**src/rtl/musb_dmem_port_pkg.sv**
```systemverilog
`default_nettype none
// ============================================================================
// Module      : musb_dmem_port_pkg
// Description : Shared types for the MEM-stage data port: FSM states and
//               access-size codes, plus size decode and alignment helpers.
// Revision    : 1.0 - initial release
// ============================================================================
package musb_dmem_port_pkg;

    typedef enum logic [1:0] {
        MEM_PORT_IDLE = 2'd0,
        MEM_PORT_WAIT = 2'd1,
        MEM_PORT_DONE = 2'd2
    } port_state_t;

    typedef enum logic [1:0] {
        SIZE_BYTE = 2'd0,
        SIZE_HALF = 2'd1,
        SIZE_WORD = 2'd2
    } access_size_t;

    // Byte has priority over halfword; neither set means word.
    function automatic access_size_t decode_size(input logic byte_access,
                                                 input logic half_access);
        if (byte_access) return SIZE_BYTE;
        if (half_access) return SIZE_HALF;
        return SIZE_WORD;
    endfunction

    function automatic logic is_misaligned(input access_size_t size,
                                           input logic [1:0]   lane);
        case (size)
            SIZE_HALF: return lane[0];
            SIZE_WORD: return |lane;
            default:   return 1'b0;
        endcase
    endfunction

endpackage
`default_nettype wire

```
**src/rtl/musb_dmem_port_load_align.sv**
```systemverilog
`default_nettype none
// ============================================================================
// Module      : musb_dmem_port_load_align
// Description : Selects the addressed byte/halfword lane of a captured bus
//               word and sign- or zero-extends it to 32 bits.
// Revision    : 1.0 - initial release
// ============================================================================
module musb_dmem_port_load_align
    import musb_dmem_port_pkg::*;
(
    input  logic [31:0]  rdata,
    input  logic [1:0]   lane,
    input  access_size_t size,
    input  logic         sign_extend,
    output logic [31:0]  data
);

    logic [7:0]  w_byte;
    logic [15:0] w_half;

    always_comb begin
        w_byte = rdata[7:0];
        case (lane)
            2'd1:    w_byte = rdata[15:8];
            2'd2:    w_byte = rdata[23:16];
            2'd3:    w_byte = rdata[31:24];
            default: w_byte = rdata[7:0];
        endcase
        w_half = lane[1] ? rdata[31:16] : rdata[15:0];

        data = rdata;
        case (size)
            SIZE_BYTE: data = {{24{sign_extend & w_byte[7]}}, w_byte};
            SIZE_HALF: data = {{16{sign_extend & w_half[15]}}, w_half};
            default:   data = rdata;
        endcase
    end

endmodule
`default_nettype wire

```
**src/rtl/musb_dmem_port.sv**
```systemverilog
`default_nettype none
// ============================================================================
// Module      : musb_dmem_port
// Description : MEM-stage data port: turns a load/store into one bus
//               request/ready transaction, raising stall, alignment and bus
//               error indications.
// Revision    : 1.0 - initial release
// ============================================================================
module musb_dmem_port
    import musb_dmem_port_pkg::*;
#(
    parameter int unsigned TIMEOUT_CYCLES = 255
) (
    input  logic        clk,
    input  logic        rst,
    input  logic [31:0] mem_address,
    input  logic [31:0] mem_store_data,
    input  logic        mem_read,
    input  logic        mem_write,
    input  logic        mem_byte,
    input  logic        mem_halfword,
    input  logic        mem_sign_extend,
    input  logic        mem_flush,
    input  logic        mem_exception_stall,
    output logic [31:0] mem_load_data,
    output logic        dmem_request_stall,
    output logic        exc_address_l_mem,
    output logic        exc_address_s_mem,
    output logic        exc_bus_error_mem,
    output logic [31:0] dport_address,
    output logic [31:0] dport_data_o,
    output logic [3:0]  dport_wr,
    output logic        dport_enable,
    input  logic [31:0] dport_data_i,
    input  logic        dport_ready,
    input  logic        dport_error
);

    port_state_t  r_state;
    port_state_t  w_state_next;
    logic [31:0]  r_addr;
    logic [1:0]   r_lane;
    logic [31:0]  r_wdata;
    logic [3:0]   r_wr;
    logic [31:0]  r_rdata;
    access_size_t r_size;
    logic         r_sign;
    logic [15:0]  r_count;
    logic         r_error;
    logic         r_killed;

    access_size_t w_size;
    logic         w_misaligned;
    logic         w_valid_req;
    logic [3:0]   w_wr;
    logic [31:0]  w_wdata;
    logic [16:0]  w_count_inc;
    logic         w_timeout;
    logic         w_bus_fail;
    logic         w_bus_done;
    logic         w_killed;
    logic [31:0]  w_align_data;

    assign w_size       = decode_size(mem_byte, mem_halfword);
    assign w_misaligned = is_misaligned(w_size, mem_address[1:0]);
    assign w_valid_req  = (mem_read | mem_write) & ~w_misaligned & ~mem_flush;

    // A simultaneous read+write is a write, so it reports a store fault.
    assign exc_address_s_mem = mem_write & w_misaligned & ~mem_flush;
    assign exc_address_l_mem = mem_read & ~mem_write & w_misaligned & ~mem_flush;

    always_comb begin
        w_wr    = 4'b1111;
        w_wdata = mem_store_data;
        case (w_size)
            SIZE_BYTE: begin
                w_wr    = 4'b0001 << mem_address[1:0];
                w_wdata = {4{mem_store_data[7:0]}};
            end
            SIZE_HALF: begin
                w_wr    = 4'b0011 << mem_address[1:0];
                w_wdata = {2{mem_store_data[15:0]}};
            end
            default: begin
                w_wr    = 4'b1111;
                w_wdata = mem_store_data;
            end
        endcase
        if (!mem_write) begin
            w_wr = 4'b0000;
        end
    end

    // Timeout fires in the TIMEOUT_CYCLES-th WAIT cycle; an error condition
    // outranks a ready arriving in the same cycle.
    assign w_count_inc = {1'b0, r_count} + 17'd1;
    assign w_timeout   = (TIMEOUT_CYCLES != 0) && (w_count_inc == 17'(TIMEOUT_CYCLES));
    assign w_bus_fail  = dport_error | w_timeout;
    assign w_bus_done  = dport_ready | w_bus_fail;
    assign w_killed    = r_killed | mem_flush;

    always_comb begin
        w_state_next       = r_state;
        dmem_request_stall = 1'b0;
        dport_enable       = 1'b0;
        case (r_state)
            MEM_PORT_IDLE: begin
                dmem_request_stall = w_valid_req;
                if (w_valid_req) begin
                    w_state_next = MEM_PORT_WAIT;
                end
            end
            MEM_PORT_WAIT: begin
                dmem_request_stall = 1'b1;
                dport_enable       = 1'b1;
                if (w_bus_done) begin
                    w_state_next = w_killed ? MEM_PORT_IDLE : MEM_PORT_DONE;
                end
            end
            MEM_PORT_DONE: begin
                if (!mem_exception_stall) begin
                    w_state_next = MEM_PORT_IDLE;
                end
            end
            default: w_state_next = MEM_PORT_IDLE;
        endcase
    end

    always_ff @(posedge clk) begin
        if (rst) begin
            r_state  <= MEM_PORT_IDLE;
            r_addr   <= 32'd0;
            r_lane   <= 2'd0;
            r_wdata  <= 32'd0;
            r_wr     <= 4'd0;
            r_rdata  <= 32'd0;
            r_size   <= SIZE_BYTE;
            r_sign   <= 1'b0;
            r_count  <= 16'd0;
            r_error  <= 1'b0;
            r_killed <= 1'b0;
        end else begin
            r_state <= w_state_next;
            case (r_state)
                MEM_PORT_IDLE: begin
                    if (w_valid_req) begin
                        r_addr   <= {mem_address[31:2], 2'b00};
                        r_lane   <= mem_address[1:0];
                        r_wdata  <= w_wdata;
                        r_wr     <= w_wr;
                        r_size   <= w_size;
                        r_sign   <= mem_sign_extend;
                        r_count  <= 16'd0;
                        r_error  <= 1'b0;
                        r_killed <= 1'b0;
                    end
                end
                MEM_PORT_WAIT: begin
                    r_count <= w_count_inc[15:0];
                    if (mem_flush) begin
                        r_killed <= 1'b1;
                    end
                    if (w_bus_done && !w_killed) begin
                        if (w_bus_fail) begin
                            r_error <= 1'b1;
                        end else begin
                            r_rdata <= dport_data_i;
                        end
                    end
                end
                default: ;
            endcase
        end
    end

    musb_dmem_port_load_align u_load_align (
        .rdata       (r_rdata),
        .lane        (r_lane),
        .size        (r_size),
        .sign_extend (r_sign),
        .data        (w_align_data)
    );

    assign mem_load_data     = (r_state == MEM_PORT_DONE && !r_error) ? w_align_data : 32'd0;
    assign exc_bus_error_mem = (r_state == MEM_PORT_DONE) & r_error;
    assign dport_address     = r_addr;
    assign dport_data_o      = r_wdata;
    assign dport_wr          = r_wr;

endmodule
`default_nettype wire

```
**config.mk**
```make
export PLATFORM = sky130hd
export DESIGN_NAME = musb_dmem_port
export DESIGN_NICKNAME = d
export VERILOG_FILES = /design/src/rtl/musb_dmem_port_pkg.sv /design/src/rtl/musb_dmem_port_load_align.sv /design/src/rtl/musb_dmem_port.sv
export SDC_FILE = /design/constraint.sdc
export NUM_CORES = 1
export LEC_CHECK = 0
export ABC_AREA = 1
export CAP_MARGIN = 40
export CORE_MARGIN = 10
export CORE_UTILIZATION = 46
export DETAILED_ROUTE_END_ITERATION = 7
export PLACE_DENSITY = 0.78
export SETUP_SLACK_MARGIN = 0.1
export SLEW_MARGIN = 15
export SYNTH_ARGS = -nofsm -noshare
export SYNTH_HDL_FRONTEND = slang
export SYNTH_HIERARCHICAL = 1
export SYNTH_SLANG_ARGS = --single-unit
```
**constraint.sdc**
```tcl
create_clock -name clk -period 2.7 [get_ports clk]
set_input_delay 0.405 -clock clk [delete_from_list [all_inputs] [get_ports clk]]
set_output_delay 0.405 -clock clk [all_outputs]
set_load 0.01 [all_outputs]
```
==> results of run 1 <==
-- synthesized netlist by cell type, drive strengths merged --
| library cell | number |
|---|---|
| a21oi | 90 |
| a221oi | 7 |
| a22o | 1 |
| a22oi | 1 |
| a31oi | 7 |
| buf | 22 |
| clkbuf | 33 |
| clkinv | 3 |
| conb | 1 |
| dfxtp | 123 |
| ha | 2 |
| inv | 72 |
| nand2 | 300 |
| nand3 | 81 |
| nand3b | 1 |
| nand4 | 9 |
| nor2 | 136 |
| nor3 | 2 |
| nor4 | 1 |
| o211ai | 1 |
| o21ai | 56 |
| o21bai | 2 |
| or2 | 2 |
-- cells by family (layout without fill, tap and decap cells) --
logic type	after synthesis	after routing	share of synthesized area, %
fa+ha+maj	2	2	0.3952
simple gates	532	534	37.51
flops	123	123	38.89
other cells	1	2	0.05923
compound gates	165	165	13.95
buf+inv	130	353	9.190
-- through the flow --
step / total power [mW] / std cells / utilization (%)
after floorplan: 2.324 / 954 / -
after global placement: 2.743 / 1315 / 64.70
after detailed placement: 2.748 / 1315 / 64.70
after CTS: 5.219 / 1347 / 69.40
after global routing: 5.400 / 1355 / 70.44
final: 5.217 / 1355 / 70.44
-- layout make-up --
type / instances / area (sq um)
clock buffers: 22 / 484.2
clock inverters: 10 / 162.7
fillers: 1134 / 3945
inverters: 75 / 299.0
multi-input cells: 703 / 3339
flip-flops and latches: 123 / 2467
well taps: 176 / 220.2
repair buffers: 246 / 2430
-- sequential cells by signal (all words and copies together), names as in the netlist --
name / cells
dport_data_o: 32
r_rdata: 32
dport_address: 30
r_count: 16
dport_wr: 4
r_lane: 2
r_size: 2
r_state: 2
r_error: 1
r_killed: 1
r_sign: 1
-- power groups by stage --
stage	registers [mW]	logic [mW]	clock network (mW)
2_1_floorplan	2.01	0.316	0
3_3_place_gp	1.99	0.753	0
3_5_place_dp	1.99	0.757	0
4_1_cts	1.95	0.763	2.50
5_1_grt	1.96	0.850	2.59
6_report	1.95	0.779	2.48
-- cell usage in the layout (no fill, tap or decap), types with 3 or more instances in the layout --
| master | Yosys | final |
|---|---|---|
| o21ai_0 | 27 | 27 |
| inv_2 | 3 | 5 |
| nand2_4 | 4 | 5 |
| buf_12 | 0 | 4 |
| nand4_1 | 9 | 9 |
| nand3_1 | 58 | 57 |
| a31oi_1 | 7 | 7 |
| clkdlybuf4s50_1 | 0 | 178 |
| dfxtp_1 | 123 | 121 |
| o21ai_1 | 29 | 29 |
| nor2_1 | 125 | 123 |
| clkinv_4 | 0 | 3 |
| nand3_2 | 21 | 22 |
| dlygate4sd2_1 | 0 | 18 |
| clkbuf_8 | 0 | 4 |
| bufinv_16 | 0 | 4 |
| clkbuf_16 | 0 | 17 |
| dlymetal6s2s_1 | 0 | 12 |
| a221oi_1 | 7 | 7 |
| nand2_2 | 7 | 7 |
| nor2_2 | 5 | 6 |
| inv_1 | 68 | 67 |
| a21oi_1 | 89 | 89 |
| nand2_1 | 289 | 289 |
| nor2_4 | 6 | 7 |
| buf_4 | 3 | 32 |
-- per-layer routing --
layer | GRT usage, % | wire length, um | up-vias
met2 | 36.07 | 10060 | 321
met5 | 0 | 0 | -
met4 | 5.913 | 264 | 0
met1 | 27.06 | 9109 | 3172
met3 | 11.87 | 2976 | 24
li1 | - | - | 3486
-- worst max-delay path: stages, from the launching register on --
cell and delay [ns]:
dfxtp_4 0.40, buf_4 0.16, nand2_1 0.07, nand2_1 0.10, nand2_1 0.06, nand3_1 0.06
nand2_1 0.06, nand3_1 0.07, inv_1 0.04, nor2_1 0.11, clkdlybuf4s50_1 0.56
-- timing repair --
action	4_1_cts	5_1_grt
gates resized for setup	20	27
pin swaps	0	3
buffers inserted	0	6
endpoints found under the setup margin	32	49
gates cloned	0	2
endpoints found under the hold margin	0	0
-- worst max path at each step --
stage / cells past startpoint / slack [ns] / start / endpoint
detailed placement: 10 / 0.04 / mem_address[0] / dport_data_o[16]$_SDFFE_PP0P_
global placement: 6 / 0.09 / mem_address[0] / dmem_request_stall
finish: 10 / 0.19 / r_lane[1]$_SDFFE_PP0P_ / mem_load_data[2]
global route: 11 / 0.06 / r_lane[1]$_SDFFE_PP0P_ / mem_load_data[4]
CTS: 11 / 0.10 / r_lane[1]$_SDFFE_PP0P_ / mem_load_data[14]
floorplan: 17 / 0.68 / r_count[1]$_SDFFE_PP0P_ / r_rdata[22]$_SDFFE_PP0P_
==> flow_summary.toml, run 1 <==
[final_layout]
drive_gt1_share_pct = 11.37
syn_to_final_growth_pct = 48.52
layout.nets = 1275
finalInstanceArea_sq_um = 9403
antenna_cells = 0

[pwr]
p_leak_nw = 4.010
switching_share_pct = 24.72
vdd_drop_max_mv = 0.4371
p_switching_mw = 1.290
p_per_area_nw_per_um2 = 554.9
p_clk_share_pct = 47.6
seqPwrFrac_pct = 37.5
p_comb_share_pct = 14.9
power.internal_mw = 3.927

[timing]
rsz0062_at_grt = "true"
layout_setup_ws_ns = 0.1884
layout_min_cycle_time_ns = 2.512
whs_ns = 0.4625
period_share_pct = 93.02
setup_tns_ns = 0
setup_viol = 0
skew_ns = 0.006230
slew_headroom_pct = 41.87
finalMaxSlewViolations = 0
tightest_slew_ns = 0.8720
fmax_ghz = 0.3981
hold_viol = 0

[placed_design]
port_buffers = 209
dp_hpwl_um = 15780
routabilityCongestion = 0.9029
postPlaceCellArea_sq_um = 8636
dp_slack_ns = 0.04174

[setup_path]
crit_fanout = 8
path_class = "reg -> out"
r2r-end = "r_rdata[17]$_SDFFE_PP0P_"
required_ns = 2.30
start_kind = "flop"
regToRegSetupSlack_ns = 0.31
end_kind = "primary output"
rr_worst_depth = 14
regToRegStartpoint = "r_count[1]$_SDFFE_PP0P_"
critPathArrivalTime_ns = 2.11

[detailed_routing]
drtPass1Iterations = 6
drtIter0Drc = 703
vias = 7003
antenna_left = 0
wirelength_um = 22410
drt-vias-per-instance = 5.168
drc = 0
wl_per_cell_um = 16.54

[hold_path]
min_path_type = "reg -> reg"
whs_endpoint = "dport_address[9]$_SDFFE_PP0P_"
holdPathStages = 2
hold_start = "dport_address[9]$_SDFFE_PP0P_"

[global_route]
grt_pass1_wl_um = 34440
grt_use_total_pct = 22.96
antenna_found_initial = 0
grt.overflow.total = 0
grt_start_max_net_pins = 82
grt_pass1_vias = 6658

[clock_tree]
root_buffer = "clkbuf_16"
clkLatencyLatePin_ns = 0.41
cts-htree-levels = 4
cts.hold.buffers_added = 0
cts_tree = "done"
clock_sinks = 123
cts_buffers = 17
clockBufferDepth = 2
clkSlewWorstSetupHoldPaths_ns = 0.06

[yosys]
syn_area_sq_um = 6331
synthDistinctLibCells = 38
yosys-top-cells-area = "dfxtp_1 (39%), nand2_1 (17%), nor2_1 (7.4%), a21oi_1 (7.0%), nand3_1 (4.6%)"
synthCells = 953
yosys_warnings = 6
ys_seq_area_share_pct = 38.89
post_synth.cell_area_avg_sq_um = 6.643
ys_ff_latch = 123
synth_top_cell_area_share_pct = 38.89
synth.largest_area_cell = "dfxtp_1"

[floorplanning]
core_area_sq_um = 13350
ios = 212
rows = 42
die-height_um = 137.3
start_util_pct = 47.43
die_w_um = 137.3
die_area_sq_um = 18860

[run]
maxCapViolCount = 0

[run_status]
run_status = "finished clean"
Note: power is estimated with default switching activity, not from simulation.
==> run 2, diff against run 1 <==
CORE_MARGIN = not set   (was 10)
==> run 2 against run 1 <==
  * Routed wire length is 11% lower
  * Non-clock buffer count down 1
  * Die area shrank 24%
  * Highest routed layer unchanged
  * Cell count about the same
  * Combinational power shrank 1%
  * Clock skew rose by 0.0029 ns
==> flow_summary.toml, run 2 (same netlist as run 1, synthesis figures left out) <==
[run_status]
run_status = "finished clean"

[clock_tree]
root_buffer = "clkbuf_16"
clockBufferDepth = 2
cts_buffers = 17
cts_tree = "done"
cts-htree-levels = 4
clkSlewWorstSetupHoldPaths_ns = 0.05
clock_sinks = 123
cts.hold.buffers_added = 0
clkLatencyLatePin_ns = 0.42

[timing]
setup_viol = 0
rsz0062_at_grt = "true"
setup_tns_ns = 0
hold_viol = 0
period_share_pct = 93.63
whs_ns = 0.4611
tightest_slew_ns = 0.8612
finalMaxSlewViolations = 0
fmax_ghz = 0.3956
layout_min_cycle_time_ns = 2.528
slew_headroom_pct = 42.58
skew_ns = 0.009163

[floorplanning]
ios = 212
rows = 42
start_util_pct = 47.43
die-height_um = 119.3
die_w_um = 119.3
die_area_sq_um = 14240
core_area_sq_um = 13350

[setup_path]
path_class = "reg -> out"
cpPeakStageDelay_ns = 0.55
required_ns = 2.30
crit_slowest_cell = "clkdlybuf4s50_1"
crit_path_frequent_cell = "nand2_1"
regToRegSetupSlack_ns = 0.32
crit_fanout = 16
end_kind = "primary output"
critPathArrivalTime_ns = 2.12
path_buf_inv = 3
rr_worst_depth = 17
start_kind = "flop"
regToRegStartpoint = "r_count[0]$_SDFFE_PP0P_"
path_cells = "buf_8, nand2_1, nand2_1, nand2_1, nand3_1, nand2_1, nand3_1, inv_1, nor2_1, clkdlybuf4s50_1"
r2r-end = "r_rdata[6]$_SDFFE_PP0P_"
cp_top_family = "buffers and inverters"

[placed_design]
place_inst = 1316
dp_hpwl_um = 13650
routabilityCongestion = 0.8587
port_buffers = 209

[global_route]
grt_pass1_wl_um = 31120
antenna_found_initial = 1
grt_use_total_pct = 27.58
grt_start_max_net_pins = 82
grt.overflow.total = 0
grt_pass1_vias = 6420

[final_layout]
num-fill-cells = 1140
final_common_cell = "nand2_1"
layout_common_cells = "nand2_1 (288), clkdlybuf4s50_1 (176), nor2_1 (124)"
final_cells = 1354
drive_gt1_share_pct = 11.55
multi_input_area_sq_um = 3332
layout.nets = 1273
sequential_cell_area_sq_um = 2467
syn_to_final_growth_pct = 46.38

[detailed_routing]
antenna_left = 0
wl_per_cell_um = 14.65
wirelength_um = 19840
vias = 6942
drtIter0Drc = 610
drt-vias-per-instance = 5.127
drc = 0
drtPass1Iterations = 5

[run]
maxCapViolCount = 0

[hold_path]
holdPathStages = 2
min_path_type = "reg -> reg"
hold_start = "dport_address[31]$_SDFFE_PP0P_"
whs_endpoint = "dport_address[31]$_SDFFE_PP0P_"

[pwr]
p_per_area_nw_per_um2 = 526.6
vdd_drop_max_mv = 0.3785
p_leak_nw = 3.937
[run 2: cell types whose count changed in the layout (fill, tap and decap cells not counted), sizes merged]
cell / before / now
buf: 38 / 37
clkbuf: 22 / 27
clkinvlp: 2 / 4
diode: 0 / 1
bufinv: 4 / 1
nand2: 302 / 301
clkinv: 7 / 8
dlygate4sd2: 18 / 14
clkdlybuf4s50: 178 / 176
dlymetal6s2s: 12 / 13
[run 2: repair_timing]
item	CTS	global route
setup buffers	3	1
endpoints found under the setup margin	34	52
pin swaps	1	4
cloned	0	1
gates resized for setup	22	35
[run 2: layout make-up]
type                            instances  area share (%)
Antenna cell                            1         0.02700
Clock buffer                           22           5.117
Clock inverter                         10          0.9991
Inverter                               75           3.186
Multi-Input combinational cell        702           35.95
Sequential cell                       123           26.62
Tap cell                              176           2.376
Timing Repair Buffer                  245           25.72
[run 2: report_power, final]
group / switching (mW) / internal, mW / leakage (nW) / total (mW)
sequential: 0.0545 / 1.90 / 1.00 / 1.95
clock: 0.822 / 1.33 / 0.268 / 2.16
combinational: 0.386 / 0.385 / 2.67 / 0.771
total: 1.26 / 3.62 / 3.94 / 4.88
[run 2: stage by stage]
stage | total power, mW | worst slack, ns | util, % | area, sq um
finish | 4.880 | 0.1720 | 69.43 | 9268
floorplan | 2.324 | 0.6835 | - | 6335
CTS | 4.895 | 0.03758 | 68.86 | 9191
global route | 5.071 | 0.03652 | 69.43 | 9268
detailed placement | 2.738 | 0.05096 | 64.57 | 8618
global placement | 2.735 | 0.08469 | 64.57 | 8618
[run 2: per-layer routing]
layer	GRT usage [%]	routed length, um	vias to the layer above	part of all wire, %
met5	0	0	-	0
met1	32.71	8153	3078	41
met4	14.45	765	0	3.9
met3	9.243	2013	54	10
li1	-	-	3477	-
met2	44.08	8904	333	45
[run 2: how the worst max path moves through the flow]
stage,from,end,slack (ns),depth (start not counted)
6_report,r_lane[1]$_SDFFE_PP0P_,mem_load_data[5],0.17,10
5_1_grt,r_lane[1]$_SDFFE_PP0P_,mem_load_data[5],0.04,10
4_1_cts,mem_byte,exc_address_l_mem,0.04,7
3_5_place_dp,mem_address[1],dmem_request_stall,0.05,6
3_3_place_gp,mem_address[1],dmem_request_stall,0.08,6
2_1_floorplan,r_count[1]$_SDFFE_PP0P_,r_rdata[22]$_SDFFE_PP0P_,0.68,17
[run 2: worst register-to-register path, cell delays in order, from the launching register on]
cell	delay (ns)
dfxtp_2	0.36
ha_1	0.21
nand2_2	0.10
nor2_4	0.22
nand2_1	0.08
nand2_1	0.06
nand2_1	0.07
nor2_2	0.08
nand3_1	0.09
nor2_2	0.13
nand2_2	0.09
nand3_2	0.07
nand2_2	0.06
clkinv_2	0.14
nand2_8	0.14
buf_4	0.19
o21ai_1	0.13
nor2_1	0.06
==> run 3, diff against run 2 <==
CORE_UTILIZATION = 47   (was 46)
PLACE_DENSITY = 0.8   (was 0.78)
TNS_END_PERCENT = 50   (was not set)
clock period = 3.17 ns   (was 2.7 ns; I/O delays follow)
==> run 3 against run 2 <==
  * Sequential share of layout area increased by 0.52 points
  * Core utilization fell by 0.53 points
  * Die area is 2.1% lower
  * First-iteration DRC count up 22%
  * Total power shrank 16%
  * Register-to-register slack better by 0.29 ns
  * Count of clock-buffer cells in the layout shrank 3
  * Clock skew is 0.0038 ns lower
  * Critical path depth did not move
  * Non-clock buffer count is 17 lower
==> flow_summary.toml, run 3 (same netlist as run 1, synthesis figures left out) <==
[setup_path]
r2r-end = "r_rdata[10]$_SDFFE_PP0P_"
crit_path_frequent_cell = "nand2_1"
required_ns = 2.69
path_buf_inv = 3
path_cells = "inv_2, nand2_1, nand2_4, nand2_1, nand2_2, nand3_4, nand3_1, inv_1, nor2_1, clkdlybuf4s50_1"
critPathArrivalTime_ns = 2.51
path_class = "reg -> out"
crit_fanout = 15
rr_worst_depth = 17
crit_slowest_cell = "clkdlybuf4s50_1"
regToRegSetupSlack_ns = 0.61
worstSetupEndpoint = "mem_load_data[15]"
regToRegStartpoint = "r_count[1]$_SDFFE_PP0P_"
cpPeakStageDelay_ns = 0.56
worstSetupStartpoint = "r_lane[1]$_SDFFE_PP0P_"
end_kind = "primary output"
start_kind = "flop"
cp_num_cells = 10
cp_top_family = "simple AND/OR/NAND/NOR gates"

[final_layout]
layout.nets = 1256
syn_to_final_growth_pct = 43.56
multi_input_area_sq_um = 3313
drive_gt1_share_pct = 9.397
final_common_cell = "nand2_1"
num-fill-cells = 1114
layout_common_cells = "nand2_1 (289), clkdlybuf4s50_1 (208), nor2_1 (125)"
sequential_cell_area_sq_um = 2467
fin_util_pct = 68.91
finalInstanceArea_sq_um = 9089

[detailed_routing]
drtPass1Iterations = 5
drtIter0Drc = 747
drt-vias-per-instance = 5.230
vias = 6993
wl_per_cell_um = 14.74
antenna_left = 0
drc = 0
wirelength_um = 19710

[global_route]
grt_pass1_vias = 6561
grt.overflow.total = 0
grt_use_total_pct = 28.50
grt_pass1_wl_um = 31530
grt_start_max_net_pins = 82
antenna_found_initial = 1

[timing]
tightest_slew_ns = 0.8750
setup_viol = 0
layout_min_cycle_time_ns = 2.987
finalMaxSlewViolations = 0
fmax_ghz = 0.3348
hold_viol = 0
rsz0062_at_grt = "true"
period_share_pct = 94.22
setup_tns_ns = 0
slew_headroom_pct = 41.60
skew_ns = 0.005402

[clock_tree]
clkSlewWorstSetupHoldPaths_ns = 0.06
cts-htree-levels = 4
root_buffer = "clkbuf_16"
clock_sinks = 123
clkLatencyLatePin_ns = 0.42
cts_tree = "done"
clockBufferDepth = 2
cts_buffers = 17

[floorplanning]
rows = 42
die_area_sq_um = 13940
ios = 212
core_area_sq_um = 13190
die-height_um = 118.1
die_w_um = 118.1
start_util_pct = 48.00

[hold_path]
holdPathStages = 2
hold_start = "dport_address[30]$_SDFFE_PP0P_"
min_path_type = "reg -> reg"

[pwr]
vdd_drop_max_mv = 0.3957
p_leak_nw = 3.530
p_per_area_nw_per_um2 = 451.2
power_mw = 4.100

[placed_design]
port_buffers = 209
postPlaceCellArea_sq_um = 8493
dp_hpwl_um = 13610
routabilityCongestion = 0.8839

[run_status]
run_status = "finished clean"

[run]
maxCapViolCount = 0
[run 3: changes by cell type in the layout (fill, tap and decap cells not counted), moves of 2 or more]
cell             previous run  this run
inv_2                       5         3
clkbuf_8                    3         0
dlymetal6s2s_1             13         0
dlygate4sd2_1              14         0
clkinv_4                    2         5
buf_4                      32        18
clkdlybuf4s50_1           176       208
inv_6                       0         2
clkbuf_2                    5         0
[run 3: how the worst min path moves through the flow]
stage	endpoint	slack (ns)
final	dport_address[30]$_SDFFE_PP0P_	0.46
after global routing	dport_address[25]$_SDFFE_PP0P_	0.48
after CTS	dport_address[30]$_SDFFE_PP0P_	0.46
after detailed placement	dport_address[30]$_SDFFE_PP0P_	0.46
after global placement	r_killed$_SDFFE_PP0P_	0.45
after floorplan	r_error$_SDFFE_PP0P_	0.44
[run 3: repair_timing]
action,CTS,global route
buffers inserted,0,2
gates resized for setup,1,3
endpoints found under the setup margin,24,23
hold buffers,0,0
gates cloned,1,0
pin swaps,0,1
endpoints found under the hold margin,0,0
[run 3: area by class of cell]
type	instances	share of cell area, %
Sequential cell	123	27.15
Tap cell	176	2.423
Multi-Input combinational cell	702	36.45
Clock buffer	19	4.763
Timing Repair Buffer	228	24.67
Antenna cell	1	0.02753
Clock inverter	13	1.349
Inverter	75	3.166
[run 3: per-layer routing]
| layer | vias to the layer above | part of all wire (%) | global-route usage [%] |
|---|---|---|---|
| met2 | 329 | 48 | 46.65 |
| li1 | 3451 | - | - |
| met4 | 0 | 2.6 | 13.94 |
| met1 | 3163 | 40 | 33.02 |
| met5 | - | 0 | 0 |
| met3 | 50 | 9.4 | 9.932 |
[run 3: metrics by stage]
step           hold slack [ns]  setup slack (ns)  cells
3_5_place_dp            0.4555            0.2519   1301
6_report                0.4628            0.1831   1337
3_3_place_gp            0.4485            0.2689   1301
5_1_grt                 0.4794           0.05722   1337
2_1_floorplan           0.4389             1.123    954
4_1_cts                 0.4632           0.06457   1334
[run 3: power by group]
| group | internal (mW) | switching, mW |
|---|---|---|
| clock network | 1.08 | 0.725 |
| logic | 0.310 | 0.318 |
| registers | 1.62 | 0.0511 |
[run 3: tightest hold or removal path, stage by stage, from the launching register on]
cell	delay (ns)
dfxtp_1	0.31
nand2_1	0.06
a21oi_1	0.05
